==> config.mk <==
export PLATFORM = sky130hd
export DESIGN_NAME = shift_seq_ctrl
export DESIGN_NICKNAME = d
export VERILOG_FILES = /design/src/rtl/shift_seq_pkg.sv /design/src/rtl/shift_seq_ctrl_core.sv /design/src/rtl/shift_seq_ctrl.sv
export SDC_FILE = /design/constraint.sdc
export NUM_CORES = 1
export LEC_CHECK = 0
export CORE_MARGIN = 3
export CORE_UTILIZATION = 35
export DETAILED_ROUTE_END_ITERATION = 8
export PLACE_DENSITY_LB_ADDON = 0.05
export SYNTH_ARGS = -nofsm -noshare
export SYNTH_HDL_FRONTEND = slang
export SYNTH_SLANG_ARGS = --single-unit
==> constraint.sdc <==
create_clock -name clk -period 1.95 [get_ports clk]
set_clock_uncertainty 0.1 [all_clocks]
set_input_delay 0.39 -clock clk [delete_from_list [all_inputs] [get_ports clk]]
set_output_delay 0.39 -clock clk [all_outputs]
set_load 0.01 [all_outputs]
==> src/rtl/shift_seq_pkg.sv <==
// ---------------------------------------------------------------------------
// shift_seq_pkg -- shared types and constants for the shift_seq_ctrl slice.
//
// Contents:
//   state_t        : controller FSM state encoding (IDLE/SHIFT/PAR/DONE)
//   DEFAULT_WIDTH  : default serial word length in bits
//
// Optional feature macro (used by shift_seq_ctrl): SHIFT_SEQ_PARITY_EN
// ---------------------------------------------------------------------------
package shift_seq_pkg;

    localparam int DEFAULT_WIDTH = 8;

    // PAR is only ever entered when the parity feature is compiled in.
    typedef enum logic [1:0] {
        IDLE  = 2'd0,
        SHIFT = 2'd1,
        PAR   = 2'd2,
        DONE  = 2'd3
    } state_t;

endpackage : shift_seq_pkg

==> src/rtl/shift_seq_ctrl_core.sv <==
// ---------------------------------------------------------------------------
// shift_core -- parallel-load shift register datapath.
//
// Parameters:
//   WIDTH     : register width in bits
//   MSB_FIRST : 1 = head is bit WIDTH-1 and data moves toward the MSB,
//               0 = head is bit 0 and data moves toward the LSB
// Ports:
//   clk        : clock, posedge
//   rst_n      : asynchronous active-low clear (register -> 0)
//   load       : load load_data (has priority over shift_en)
//   load_data  : parallel word
//   shift_en   : advance the register by one bit, zero fill
//   head       : bit currently at the output end of the register
// ---------------------------------------------------------------------------
module shift_core #(
    parameter int WIDTH     = shift_seq_pkg::DEFAULT_WIDTH,
    parameter int MSB_FIRST = 1
) (
    input  logic             clk,
    input  logic             rst_n,
    input  logic             load,
    input  logic [WIDTH-1:0] load_data,
    input  logic             shift_en,
    output logic             head
);

    logic [WIDTH-1:0] data_reg;
    logic [WIDTH-1:0] data_next;

    // Per-bit next-state: each bit takes its upstream neighbour on a shift,
    // the far end fills with zero.
    genvar gi;
    generate
        for (gi = 0; gi < WIDTH; gi++) begin : g_bit
            logic shift_in;
            if (MSB_FIRST != 0) begin : g_msb
                if (gi == 0) begin : g_fill
                    assign shift_in = 1'b0;
                end else begin : g_link
                    assign shift_in = data_reg[gi-1];
                end
            end else begin : g_lsb
                if (gi == WIDTH - 1) begin : g_fill
                    assign shift_in = 1'b0;
                end else begin : g_link
                    assign shift_in = data_reg[gi+1];
                end
            end
            assign data_next[gi] = load     ? load_data[gi] :
                                   shift_en ? shift_in      : data_reg[gi];
        end
    endgenerate

    always_ff @(posedge clk or negedge rst_n) begin
        if (!rst_n) begin
            data_reg <= '0;
        end else begin
            data_reg <= data_next;
        end
    end

    assign head = (MSB_FIRST != 0) ? data_reg[WIDTH-1] : data_reg[0];

endmodule : shift_core

==> src/rtl/shift_seq_ctrl.sv <==
// ---------------------------------------------------------------------------
// shift_seq_ctrl -- parallel-to-serial controller with ready/valid on both
// sides. Accepts a word in IDLE, shifts it out one bit per so_ready, then
// pulses done for one cycle before returning to IDLE.
//
// Parameters:
//   WIDTH     : serial word length, 2..32
//   MSB_FIRST : 1 = in_data[WIDTH-1] first, 0 = in_data[0] first
// Ports:
//   clk, rst_n          : clock (posedge), async active-low reset
//   in_valid/in_ready   : parallel word handshake, in_data = word
//   so/so_valid/so_ready: serial bit handshake
//   busy                : frame in progress (SHIFT, PAR, DONE)
//   done                : one-cycle pulse after the last bit is consumed
//
// Optional feature macro: SHIFT_SEQ_PARITY_EN -- appends one even-parity bit
// (XOR of the loaded word) after the data bits, same so_ready handshake.
// ---------------------------------------------------------------------------
module shift_seq_ctrl
    import shift_seq_pkg::*;
#(
    parameter int WIDTH     = DEFAULT_WIDTH,
    parameter int MSB_FIRST = 1
) (
    input  logic             clk,
    input  logic             rst_n,
    input  logic             in_valid,
    output logic             in_ready,
    input  logic [WIDTH-1:0] in_data,
    output logic             so,
    output logic             so_valid,
    input  logic             so_ready,
    output logic             busy,
    output logic             done
);

    localparam int CNT_W = $clog2(WIDTH + 1);
    localparam logic [CNT_W-1:0] LAST_CNT = CNT_W'(WIDTH - 1);

    state_t           state_reg;
    logic [CNT_W-1:0] cnt_reg;
    logic             so_valid_reg;
    logic             busy_reg;
    logic             done_reg;
    logic             in_ready_reg;
    logic             accept;
    logic             shift_en;
    logic             head;
`ifdef SHIFT_SEQ_PARITY_EN
    logic             parity_reg;
`endif

    assign accept   = (state_reg == IDLE) && in_valid && in_ready_reg;
    assign shift_en = (state_reg == SHIFT) && so_ready;

    shift_core #(
        .WIDTH     (WIDTH),
        .MSB_FIRST (MSB_FIRST)
    ) u_core (
        .clk       (clk),
        .rst_n     (rst_n),
        .load      (accept),
        .load_data (in_data),
        .shift_en  (shift_en),
        .head      (head)
    );

    always_ff @(posedge clk or negedge rst_n) begin
        if (!rst_n) begin
            state_reg    <= IDLE;
            cnt_reg      <= '0;
            so_valid_reg <= 1'b0;
            busy_reg     <= 1'b0;
            done_reg     <= 1'b0;
            in_ready_reg <= 1'b0;
`ifdef SHIFT_SEQ_PARITY_EN
            parity_reg   <= 1'b0;
`endif
        end else begin
            done_reg <= 1'b0;
            case (state_reg)
                IDLE: begin
                    // in_ready rises on the first clock after reset release.
                    in_ready_reg <= 1'b1;
                    if (accept) begin
                        state_reg    <= SHIFT;
                        cnt_reg      <= '0;
                        so_valid_reg <= 1'b1;
                        busy_reg     <= 1'b1;
                        in_ready_reg <= 1'b0;
`ifdef SHIFT_SEQ_PARITY_EN
                        parity_reg   <= ^in_data;
`endif
                    end
                end
                SHIFT: begin
                    if (so_ready) begin
                        // Counter stops at WIDTH at most, which still fits.
                        cnt_reg <= cnt_reg + CNT_W'(1);
                        if (cnt_reg == LAST_CNT) begin
`ifdef SHIFT_SEQ_PARITY_EN
                            state_reg    <= PAR;
`else
                            state_reg    <= DONE;
                            so_valid_reg <= 1'b0;
                            done_reg     <= 1'b1;
`endif
                        end
                    end
                end
`ifdef SHIFT_SEQ_PARITY_EN
                PAR: begin
                    if (so_ready) begin
                        state_reg    <= DONE;
                        so_valid_reg <= 1'b0;
                        done_reg     <= 1'b1;
                    end
                end
`endif
                DONE: begin
                    // in_ready stays low this cycle, so no word is taken here.
                    state_reg    <= IDLE;
                    busy_reg     <= 1'b0;
                    in_ready_reg <= 1'b1;
                end
                default: begin
                    state_reg    <= IDLE;
                    so_valid_reg <= 1'b0;
                    busy_reg     <= 1'b0;
                    in_ready_reg <= 1'b0;
                end
            endcase
        end
    end

    // so is a pure function of registers; it is forced low outside the
    // bit-carrying states so it is 0 whenever so_valid is 0.
    always_comb begin
        so = 1'b0;
        if (state_reg == SHIFT) begin
            so = head;
        end
`ifdef SHIFT_SEQ_PARITY_EN
        else if (state_reg == PAR) begin
            so = parity_reg;
        end
`endif
    end

    assign so_valid = so_valid_reg;
    assign busy     = busy_reg;
    assign done     = done_reg;
    assign in_ready = in_ready_reg;

endmodule : shift_seq_ctrl

Word level (Yosys, flattened, before mapping)
Cells that the tools add are included.
{"block": "classes", "n_reduce_logical": 10, "n_mux": 34, "n_eq_ne": 6, "addsub": 1, "n_bitwise": 2}
{"cell": "$mux 1", "count": 24}
{"cell": "$mux 4", "count": 2}
{"cell": "$pmux 4 s2", "count": 1}
{"cell": "$mux 2", "count": 3}
{"cell": "$pmux 1 s3", "count": 2}
{"cell": "$reduce_and 3->1", "count": 2}
{"cell": "$add 4x1->4 const B", "count": 1}
{"cell": "$eq 4x3->1 const B", "count": 1}
{"cell": "$ne 2x2->1 const B", "count": 2}
{"cell": "$pmux 2 s2", "count": 1}
{"cell": "$reduce_and 4->1", "count": 1}
{"cell": "$reduce_bool 2->1", "count": 2}
{"cell": "$logic_and 1x1->1", "count": 3}
{"cell": "$eq 2x1->1 const B", "count": 1}
{"cell": "$eq 2x2->1 const B", "count": 1}
{"cell": "$logic_not 2->1", "count": 1}
{"cell": "$ne 2x1->1 const B", "count": 1}
{"cell": "$not 1->1", "count": 2}
{"cell": "$pmux 1 s2", "count": 1}
{"cell": "$reduce_and 2->1", "count": 1}
{"block": "word_totals", "register_bits": 18, "elab_cells": 60, "in_bits": 12, "output_inout_bits": 5}

Logic depth before layout (Yosys ltp)
Gate-level depths: netlist of run 1.
{"block": "depth", "ltp_word": 5, "ltp_mapped": 7, "mapped_depth_nobuf": 5}

Modules after synthesis
From an unflattened synthesis of run 1, not the netlist that was laid out.
{"block": "unflattened", "hier_cells": 94, "hier_area_um2": 949.7}
{"module": "shift_seq_ctrl", "seq_area_each_um2": 250.2, "area_per_inst_um2": 583.1, "n_inst": 1, "cells_per_inst": 61}
{"module": "shift_core", "seq_area_each_um2": 200.2, "area_per_inst_um2": 366.6, "n_inst": 1, "cells_per_inst": 33}

Worst setup path before layout of run 1
Ideal clock, no wire load.
{"block": "synth_timing", "kind": "flip-flop to flip-flop", "startpoint": "register state_reg[0]", "endpoint": "register cnt_reg[2]", "n_path_buf": 0, "t_arrival_ns": 1.526, "period_less_slack_ns": 1.752, "stages_incl_launch_ff": 6, "path_slack_ns": 0.198, "t_required_ns": 1.724, "setup_ns": 0.126, "path_cell_list": "dfrtp_1 -> inv_1 -> ha_1 -> a21boi_4 -> or3_4 -> a221o_1"}
{"block": "synth_via", "elab_chain_cells": 5, "elab_cells_between_ends": 9, "cone_classes": "eq/ne: 3; mux: 1; reduce/logical: 5"}
{"element": "from (decl)", "line_no": "shift_seq_ctrl.sv:40", "rtl": "state_t state_reg;"}
{"element": "from (signal assigned)", "line_no": "shift_seq_ctrl.sv:70", "rtl": "state_reg <= IDLE;"}
{"element": "from (signal assigned)", "line_no": "shift_seq_ctrl.sv:86", "rtl": "state_reg <= SHIFT;"}
{"element": "from (signal assigned)", "line_no": "shift_seq_ctrl.sv:104", "rtl": "state_reg <= DONE;"}
{"element": "$logic_not 2->1", "line_no": "shift_seq_ctrl.sv:53, shift_seq_ctrl.sv:81"}
{"element": "$logic_and 1x1->1 (2 in a row)", "line_no": "shift_seq_ctrl.sv:53", "rtl": "assign accept = (state_reg == IDLE) && in_valid && in_ready_reg;"}
{"element": "$ne 2x1->1 (no source line)"}
{"element": "$reduce_and 3->1 (no source line)"}
{"element": "to (signal assigned)", "line_no": "shift_seq_ctrl.sv:99", "rtl": "cnt_reg <= cnt_reg + CNT_W'(1);"}
{"element": "to (decl)", "line_no": "shift_seq_ctrl.sv:41", "rtl": "logic [CNT_W-1:0] cnt_reg;"}
Several ways; a longest one is shown, not always the timed one.
A chain may end at the register's enable or synchronous reset.

Worst setup path after layout of run 1
Same ends and word-level chain as after synthesis.

==> flow_metrics.tcl, run 1 <==
set metrics [dict create \
    row_count 17 \
    cts_sinks 18 \
    yosys_warnings 0 \
    gp_congestion 0.721 \
    avgSynthCellArea_um2 10.9 \
    io_buffers 16 \
    netlist_area_um2 912 \
    cp_data_required_time_ns 2.03 \
    worst_ir_drop_vdd_mv 0.654 \
    setup_violations 0 \
    setup_ws_ns 0.116 \
    core_mm2 0.00234 \
    slew_headroom_pct 81.9 \
    drv_cap 0 \
    dp_slack_ns -0.122 \
    h-tree-depth 1 \
    rsz0062_at_grt "no" \
    grt_max_degree 19 \
    yosysMostFrequentCell "dfrtp_1" \
    ys.flop_type "dfrtp_1" \
    hold_viol 0 \
    syn2layout_area_growth_pct 32.2 \
    syn_inst 84 \
    synthArstFlopShare_pct 100 \
    cp_max_fo 4 \
    hp-class "primary input to async pin" \
    wl_per_cell_um 12.6 \
    layout.cells.non_filler 137 \
    die_y_um 57.1 \
    die_area_mm2 0.00325 \
    layout-drive-gt1-share_pct 22.9 \
    routed_via_density 4.90 \
    synth-seq-cells 18 \
    diodes 0 \
    numCtsBuffers 3 \
    start_kind "flop" \
    grtUsageTotal_pct 11.8 \
    ys_types 31 \
    die_w_um 57.1 \
    clk_path_buf_depth 2 \
    yosysTopAreaCell "dfrtp_1" \
    place_inst 132 \
    finish.utilization_pct 51.6 \
    ctsRootBufferMaster "clkbuf_4" \
    path_class "flop to flop" \
    crit_arrival_ns 1.92 \
    min_period_ns 1.83 \
    clkLatencyLatePin_ns 0.29 \
    vias 671 \
    drv_slew 0 \
    grt_antenna_before_repair 0 \
    drtPass1Iterations 4 \
    drcViolationCount 0 \
    end_kind "flop" \
    yosys-top-cells-area "dfrtp_1 49%, mux2i_1 7.7%, ha_1 5.5%, nand2_1 4.5%, o21ai_0 4.4%" \
    rrSetupSlack_ns 0.12 \
    worst_pin_slew_ns 0.268 \
    largest_reg_flops 8 \
    start_util_pct 39.0 \
    routed_wl_um 1720 \
    synth_top_area_share_pct 49.4 \
    cts_tree "done" \
    hold_ws_ns 0.311 \
    grt_pass1_vias 643 \
    cts.reportedPaths.clkPinSlew_ns 0.10 \
    status "finished, final reports clean" \
    final_nets 126 \
    syn-num-nets 100 \
    powerDensity_mw_per_mm2 1290 \
    p_leak_nw 0.562 \
    grt_pass1_wl_um 3020 \
    seq_area_frac_synth_pct 49.4 \
    fill_cells 222 \
    pin_count 17 \
    max_freq_mhz 545 \
    place_hpwl_um 1310 \
    grt_overflow 0 \
    antenna_left 0 \
    finalCritPeriodShare_pct 94.1 \
    drt_iter0_markers 14 \
    synth_edf_count 0 \
    synthTopCellsByCount "18 x dfrtp_1, 11 x nand2_1, 8 x o21ai_0" \
]
[what timing repair did]
action,CTS,global route
resized for setup,3,2
endpoints found under the setup margin,2,1
buffers inserted,1,1
hold buffers,0,0
[where the power goes]
group	total, mW	internal [mW]	switching [mW]
clock	0.224	0.114	0.110
sequential	0.611	0.513	0.0974
combinational	0.721	0.400	0.321
[cell families after synthesis]
kind of cell	synth area share, %
buffers and inverters	3.29
muxes	10.2
and+or+nand+nor	15.4
DFF	49.4
AOI/OAI and AO/OA	16.3
adders and majority gates	5.49
[layer usage]
layer | track usage, % | vias up | routed length (um)
li1 | - | 346 | -
met1 | 15.9 | 309 | 856
met2 | 17.6 | 14 | 766
met3 | 4.98 | 2 | 87
met4 | 2.98 | 0 | 13
met5 | 0 | - | 0
[critical path, cell delays in order (launching register included)]
cell	delay [ns]
dfrtp_1	0.42
inv_1	0.08
ha_2	0.21
a21boi_4	0.15
or3_4	0.41
a221o_1	0.35
[layout make-up]
cell class | instances | area [um2] | share of cell area (%)
clock buffer | 4 | 36.3 | 3.01
timing repair buffer | 25 | 226 | 18.8
sequential | 18 | 450 | 37.3
tap | 28 | 35.0 | 2.90
inverter | 3 | 11.3 | 0.934
multi-input combinational | 59 | 447 | 37.0
[final timing paths]
| path | startpoint | to | cells after the start |
|---|---|---|---|
| setup / recovery | state_reg[0] | cnt_reg[2] | 5 |
| hold / removal | rst_n | cnt_reg[0] | 2 |
| setup reg to reg | state_reg[0] | cnt_reg[2] | 5 |
| hold reg to reg | busy | busy | 2 |
| max in group asynchronous | rst_n | in_ready | 2 |
| min in group clk | busy | busy | 2 |
[per-stage QoR]
step	setup TNS (ns)	power (mW)	cell area [um2]
after detailed placement	-0.293	1.32	1150
after global routing	0	1.69	1210
after global placement	-0.235	1.30	1150
after CTS	0	1.57	1200
after floorplan	0	1.05	912
final	0	1.56	1210
[cell usage in the layout (no fill, tap or decap), drive strengths merged, types with 2 or more instances in the layout]
master,count
inv,3
clkbuf,4
nand2,11
o31ai,2
mux2i,7
dfrtp,18
clkdlybuf4s50,15
nand3,2
ha,4
nor2,5
mux2,2
o21ai,8
buf,9
(Power assumes the default switching activity.)
==> inputs of run 2 (changes only) <==
--- a/config.mk
+++ b/config.mk
@@ -6,9 +6,11 @@
 export NUM_CORES = 1
 export LEC_CHECK = 0
 export CORE_MARGIN = 3
-export CORE_UTILIZATION = 35
+export CORE_UTILIZATION = 25
+export CTS_CLUSTER_SIZE = 30
 export DETAILED_ROUTE_END_ITERATION = 8
 export PLACE_DENSITY_LB_ADDON = 0.05
 export SYNTH_ARGS = -nofsm -noshare
 export SYNTH_HDL_FRONTEND = slang
+export SYNTH_HIERARCHICAL = 1
 export SYNTH_SLANG_ARGS = --single-unit
==> flow_metrics.tcl, run 2 <==
set metrics [dict create \
    rsz0062_at_grt "no" \
    use_met3_pct 3.66 \
    syn2layout_area_growth_pct 27.7 \
    syn_inst 94 \
    largest_reg_flops 8 \
    p_sw_share_pct 36.6 \
    max_freq_mhz 569 \
    grt_util_met1_pct 14.2 \
    p_seq_share_pct 39.6 \
    ys_types 32 \
    holdBufCountCts 0 \
    cp_data_required_time_ns 1.46 \
    core_mm2 0.00349 \
    drcViolationCount 0 \
    critical-path-top-delay-family "buffers and inverters" \
    synthTopCellsByCount "18 x dfrtp_1, 11 x nand2_1, 7 x mux2i_1, 7 x o21ai_1" \
    die_area_mm2 0.00457 \
    row_count 21 \
    avgSynthCellArea_um2 10.1 \
    p_clk_share_pct 17.2 \
    synth_top_area_share_pct 47.4 \
    cts_tree "done" \
    place_inst 156 \
    cpMaxStageDelayCell "clkdlybuf4s50_1" \
    cp_max_fo 6 \
    start_kind "flop" \
    crit_arrival_ns 1.27 \
    die_w_um 67.6 \
    pin_count 17 \
    synthArstFlopShare_pct 100 \
    final_nets 131 \
    drv_cap 0 \
    yosys_warnings 6 \
    p_sw_uw 551 \
    grt_overflow 0 \
    die_y_um 67.6 \
    ctsRootBufferMaster "clkbuf_8" \
    layout.cells.non_filler 159 \
    grt_antenna_before_repair 0 \
    ctsResizeCount 1 \
    layout-drive-gt1-share_pct 12.4 \
    path_class "flop to primary output" \
    clkLatencyLatePin_ns 0.25 \
    cts.reportedPaths.clkPinSlew_ns 0.07 \
    yosys-top-cells-area "dfrtp_1 47%, mux2i_1 7.4%, ha_1 5.3%, nand2_1 4.3%, o21ai_1 3.7%" \
    wl_per_cell_um 12.5 \
    grt_pass1_wl_um 3310 \
    place_hpwl_um 1450 \
    finalCritPeriodShare_pct 90.2 \
    drt_iter0_markers 20 \
    grt_pass1_vias 648 \
    cts_sinks 18 \
    p_leak_nw 0.519 \
    vias 738 \
    worst_pin_slew_ns 0.396 \
    drv_slew 0 \
    syn-num-nets 110 \
    clk_path_buf_depth 2 \
    seq_area_frac_synth_pct 47.4 \
    gp_congestion 0.668 \
    mostFrequentLayoutCells "18 x dfrtp_1, 15 x clkdlybuf4s50_1, 11 x nand2_1, 7 x mux2i_1, 7 x o21ai_1" \
    netlist_area_um2 950 \
    worst_ir_drop_vdd_mv 0.457 \
    synth-seq-cells 18 \
    grtUsageTotal_pct 9.71 \
    diodes 0 \
    post_cts_buffers 0 \
    min_period_ns 1.76 \
    p_int_uw 955 \
    routed_wl_um 1990 \
    fin_tns_setup_ns 0 \
    hp-class "primary input to async pin" \
    final_common_cell "dfrtp_1" \
    path_cells "clkdlybuf4s50_1" \
    yosysTopAreaCell "dfrtp_1" \
    yosysMostFrequentCell "dfrtp_1" \
    numCtsBuffers 3 \
    critPathBufInv 1 \
    fill_cells 363 \
    hold_viol 0 \
    powerDensity_mw_per_mm2 1240 \
    io_buffers 16 \
    ys.flop_type "dfrtp_1" \
    start_util_pct 27.2 \
    gr-usage-met2_pct 13.6 \
    end_kind "primary output" \
    synth_edf_count 0 \
    comb_power_share_pct 43.2 \
    antenna_left 0 \
    slew_headroom_pct 73.4 \
    crit_path_max_incr_delay_ns 0.57 \
    h-tree-depth 1 \
    status "finished, final reports clean" \
    grt_max_degree 19 \
    drtPass1Iterations 4 \
    routed_via_density 4.64 \
    grt_busiest_layer "met1" \
    setup_violations 0 \
]
run 2: changes by cell type after synthesis, moves of 2 or more:
cell,delta
o21ai_1,+7
o21ai_0,-4
buf_6,+3
a21oi_1,+2
buf_2,-3
nand3_1,+4
or4_1,+2
run 2: final cells by class:
type                    instances  area [um2]  area share [%]
clock buffers                   3        41.3            3.41
inverters                       3        11.3           0.929
multi-input cells              68         443            36.5
flip-flops and latches         18         450            37.2
well taps                      46        57.6            4.75
repair buffers                 21         209            17.2
run 2: stage by stage:
step	total power [mW]	instance area, um2	worst slack [ns]	utilization, %	hold slack, ns
floorplan	1.08	950	0.224	-	-0.00559
global placement	1.26	1170	0.0834	33.5	0.396
detailed placement	1.27	1170	0.0801	33.5	0.395
CTS	1.53	1210	0.175	34.7	0.382
global route	1.65	1210	0.103	34.7	0.395
finish	1.51	1210	0.192	34.7	0.375
run 2: worst paths after layout:
path | start | endpoint | slack (ns) | depth (start not counted)
max | in_ready | in_ready | 0.19 | 1
min in group clk | u_core/data_reg[0] | u_core/data_reg[0] | 0.41 | 1
min reg2reg | u_core/data_reg[0] | u_core/data_reg[0] | 0.41 | 1
max reg2reg | state_reg[1] | cnt_reg[3] | 0.25 | 6
max in group asynchronous | rst_n | in_ready | 1.17 | 2
min | rst_n | u_core/data_reg[7] | 0.38 | 2
run 2: power by group through the flow:
stage	registers [mW]	clock network [mW]	logic, mW
finish	0.596	0.259	0.651
global route	0.614	0.293	0.739
CTS	0.597	0.276	0.660
detailed placement	0.602	0	0.664
global placement	0.601	0	0.662
floorplan	0.585	0	0.494
run 2: cell families after synthesis:
group	share of synthesized area (%)
compound gates	15.7
fa+ha+maj	5.27
buf+inv	5.93
flops	47.4
mux	7.38
simple gates	18.3
run 2: per-layer routing:
metal	part of all wire [%]	wire length (um)
met1	50	988
met2	44	877
met3	6.1	121
met4	0	0
met5	0	0
==> inputs of run 3 (changes only) <==
--- a/config.mk
+++ b/config.mk
@@ -6,8 +6,8 @@
 export NUM_CORES = 1
 export LEC_CHECK = 0
 export CORE_MARGIN = 3
-export CORE_UTILIZATION = 25
-export CTS_CLUSTER_SIZE = 30
+export CORE_UTILIZATION = 50
+export CTS_CLUSTER_SIZE = 8
 export DETAILED_ROUTE_END_ITERATION = 8
 export PLACE_DENSITY_LB_ADDON = 0.05
 export SYNTH_ARGS = -nofsm -noshare
==> flow_metrics.tcl, run 3 (synthesized netlist as in run 2, its figures left out) <==
set metrics [dict create \
    final_common_cell "dfrtp_1" \
    cp_max_fo 3 \
    hp-class "primary input to async pin" \
    drtPass1Iterations 4 \
    register_area_um2 450 \
    path_class "flop to primary output" \
    final_nets 130 \
    syn2layout_area_growth_pct 22.1 \
    r2r_end "cnt_reg[3]" \
    core_mm2 0.00176 \
    max_freq_mhz 544 \
    grt_overflow 0 \
    drv_slew 0 \
    die_w_um 49.6 \
    cts_sinks 18 \
    setup_violations 0 \
    hold_viol 0 \
    grtUsageTotal_pct 16.6 \
    min_period_ns 1.84 \
    clkLatencyLatePin_ns 0.29 \
    end_kind "primary output" \
    fin_tns_setup_ns 0 \
    numCtsBuffers 3 \
    drv_cap 0 \
    fill_cells 166 \
    placement.cell_area_mm2 0.00114 \
    grt_pass1_vias 694 \
    largest_reg_flops 8 \
    drt_iter0_markers 15 \
    final_cell_area_mm2 0.00116 \
    status "finished, final reports clean" \
    multi_input_area_um2 443 \
    wl_per_cell_um 13.1 \
    cts_tree "done" \
    worst_pin_slew_ns 0.409 \
    crit_arrival_ns 1.35 \
    slew_headroom_pct 72.6 \
    worst_ir_drop_vdd_mv 0.609 \
    diodes 0 \
    routed_via_density 5.35 \
    rsz0062_at_grt "no" \
    die_area_mm2 0.00246 \
    grt_pass1_wl_um 3020 \
    pin_count 17 \
    post_cts_buffers 0 \
    hold_ws_ns 0.329 \
    finalCritPeriodShare_pct 94.2 \
    layout-drive-gt1-share_pct 11.6 \
    r2r_cells 6 \
    p_total_mw 1.42 \
    mostFrequentLayoutCells "18 x dfrtp_1, 15 x clkdlybuf4s50_1, 11 x nand2_1, 7 x mux2i_1, 7 x o21ai_1" \
    drcViolationCount 0 \
    ctsResizeCount 1 \
    p_leak_nw 0.507 \
    io_buffers 16 \
    clk_path_buf_depth 2 \
    antenna_left 0 \
    die_y_um 49.6 \
    rrSetupSlack_ns 0.22 \
    place_hpwl_um 1340 \
    finish.utilization_pct 65.7 \
    routed_wl_um 1790 \
    r2r-start "state_reg[1]" \
    vias 733 \
    cp_data_required_time_ns 1.46 \
    grt_antenna_before_repair 0 \
    start_util_pct 53.8 \
    h-tree-depth 1 \
    ctsRootBufferMaster "clkbuf_4" \
    powerDensity_mw_per_mm2 1230 \
    row_count 15 \
    grt_max_degree 19 \
    start_kind "flop" \
    cts.reportedPaths.clkPinSlew_ns 0.10 \
    holdBufCountCts 0 \
    gp_congestion 0.819 \
]
[run 3: cell count changes in the layout (fill, tap and decap cells not counted), sizes merged]
cell,before,now
buf,5,4
[run 3: per-stage QoR]
step,cells,worst slack (ns)
floorplan,94,0.224
global placement,134,0.136
detailed placement,134,0.0839
CTS,137,0.0916
global route,137,0.0571
finish,137,0.112
[run 3: cell type report]
| cell class | instances | share of cell area, % |
|---|---|---|
| Inverter | 3 | 0.971 |
| Multi-Input combinational cell | 68 | 38.2 |
| Clock buffer | 3 | 1.94 |
| Sequential cell | 18 | 38.8 |
| Timing Repair Buffer | 20 | 17.4 |
| Tap cell | 25 | 2.70 |
[run 3: worst max path at each step]
stage	start	end	depth (start not counted)
5_1_grt	state_reg[1]	so	4
3_3_place_gp	so_ready	so_valid	4
6_report	state_reg[0]	so	3
4_1_cts	state_reg[0]	so	3
3_5_place_dp	so_ready	so_valid	4
2_1_floorplan	state_reg[1]	u_core/data_reg[1]	8
[run 3: report_power, final]
group / internal (mW) / switching, mW
clock: 0.0718 / 0.107
sequential: 0.501 / 0.0890
combinational: 0.315 / 0.339
total: 0.888 / 0.535
[run 3: metal layers]
metal  up-vias  track usage (%)  share of wire, %
li1        373                -                 -
met1       341             18.0                45
met2        14             28.0                48
met3         5             3.93               4.4
met4         0             12.4               2.9
met5         -                0                 0
[run 3: critical path, stage by stage (launching register included)]
cell and delay (ns):
dfrtp_1 0.42, ha_1 0.23, and2_1 0.13, dlygate4sd2_1 0.28
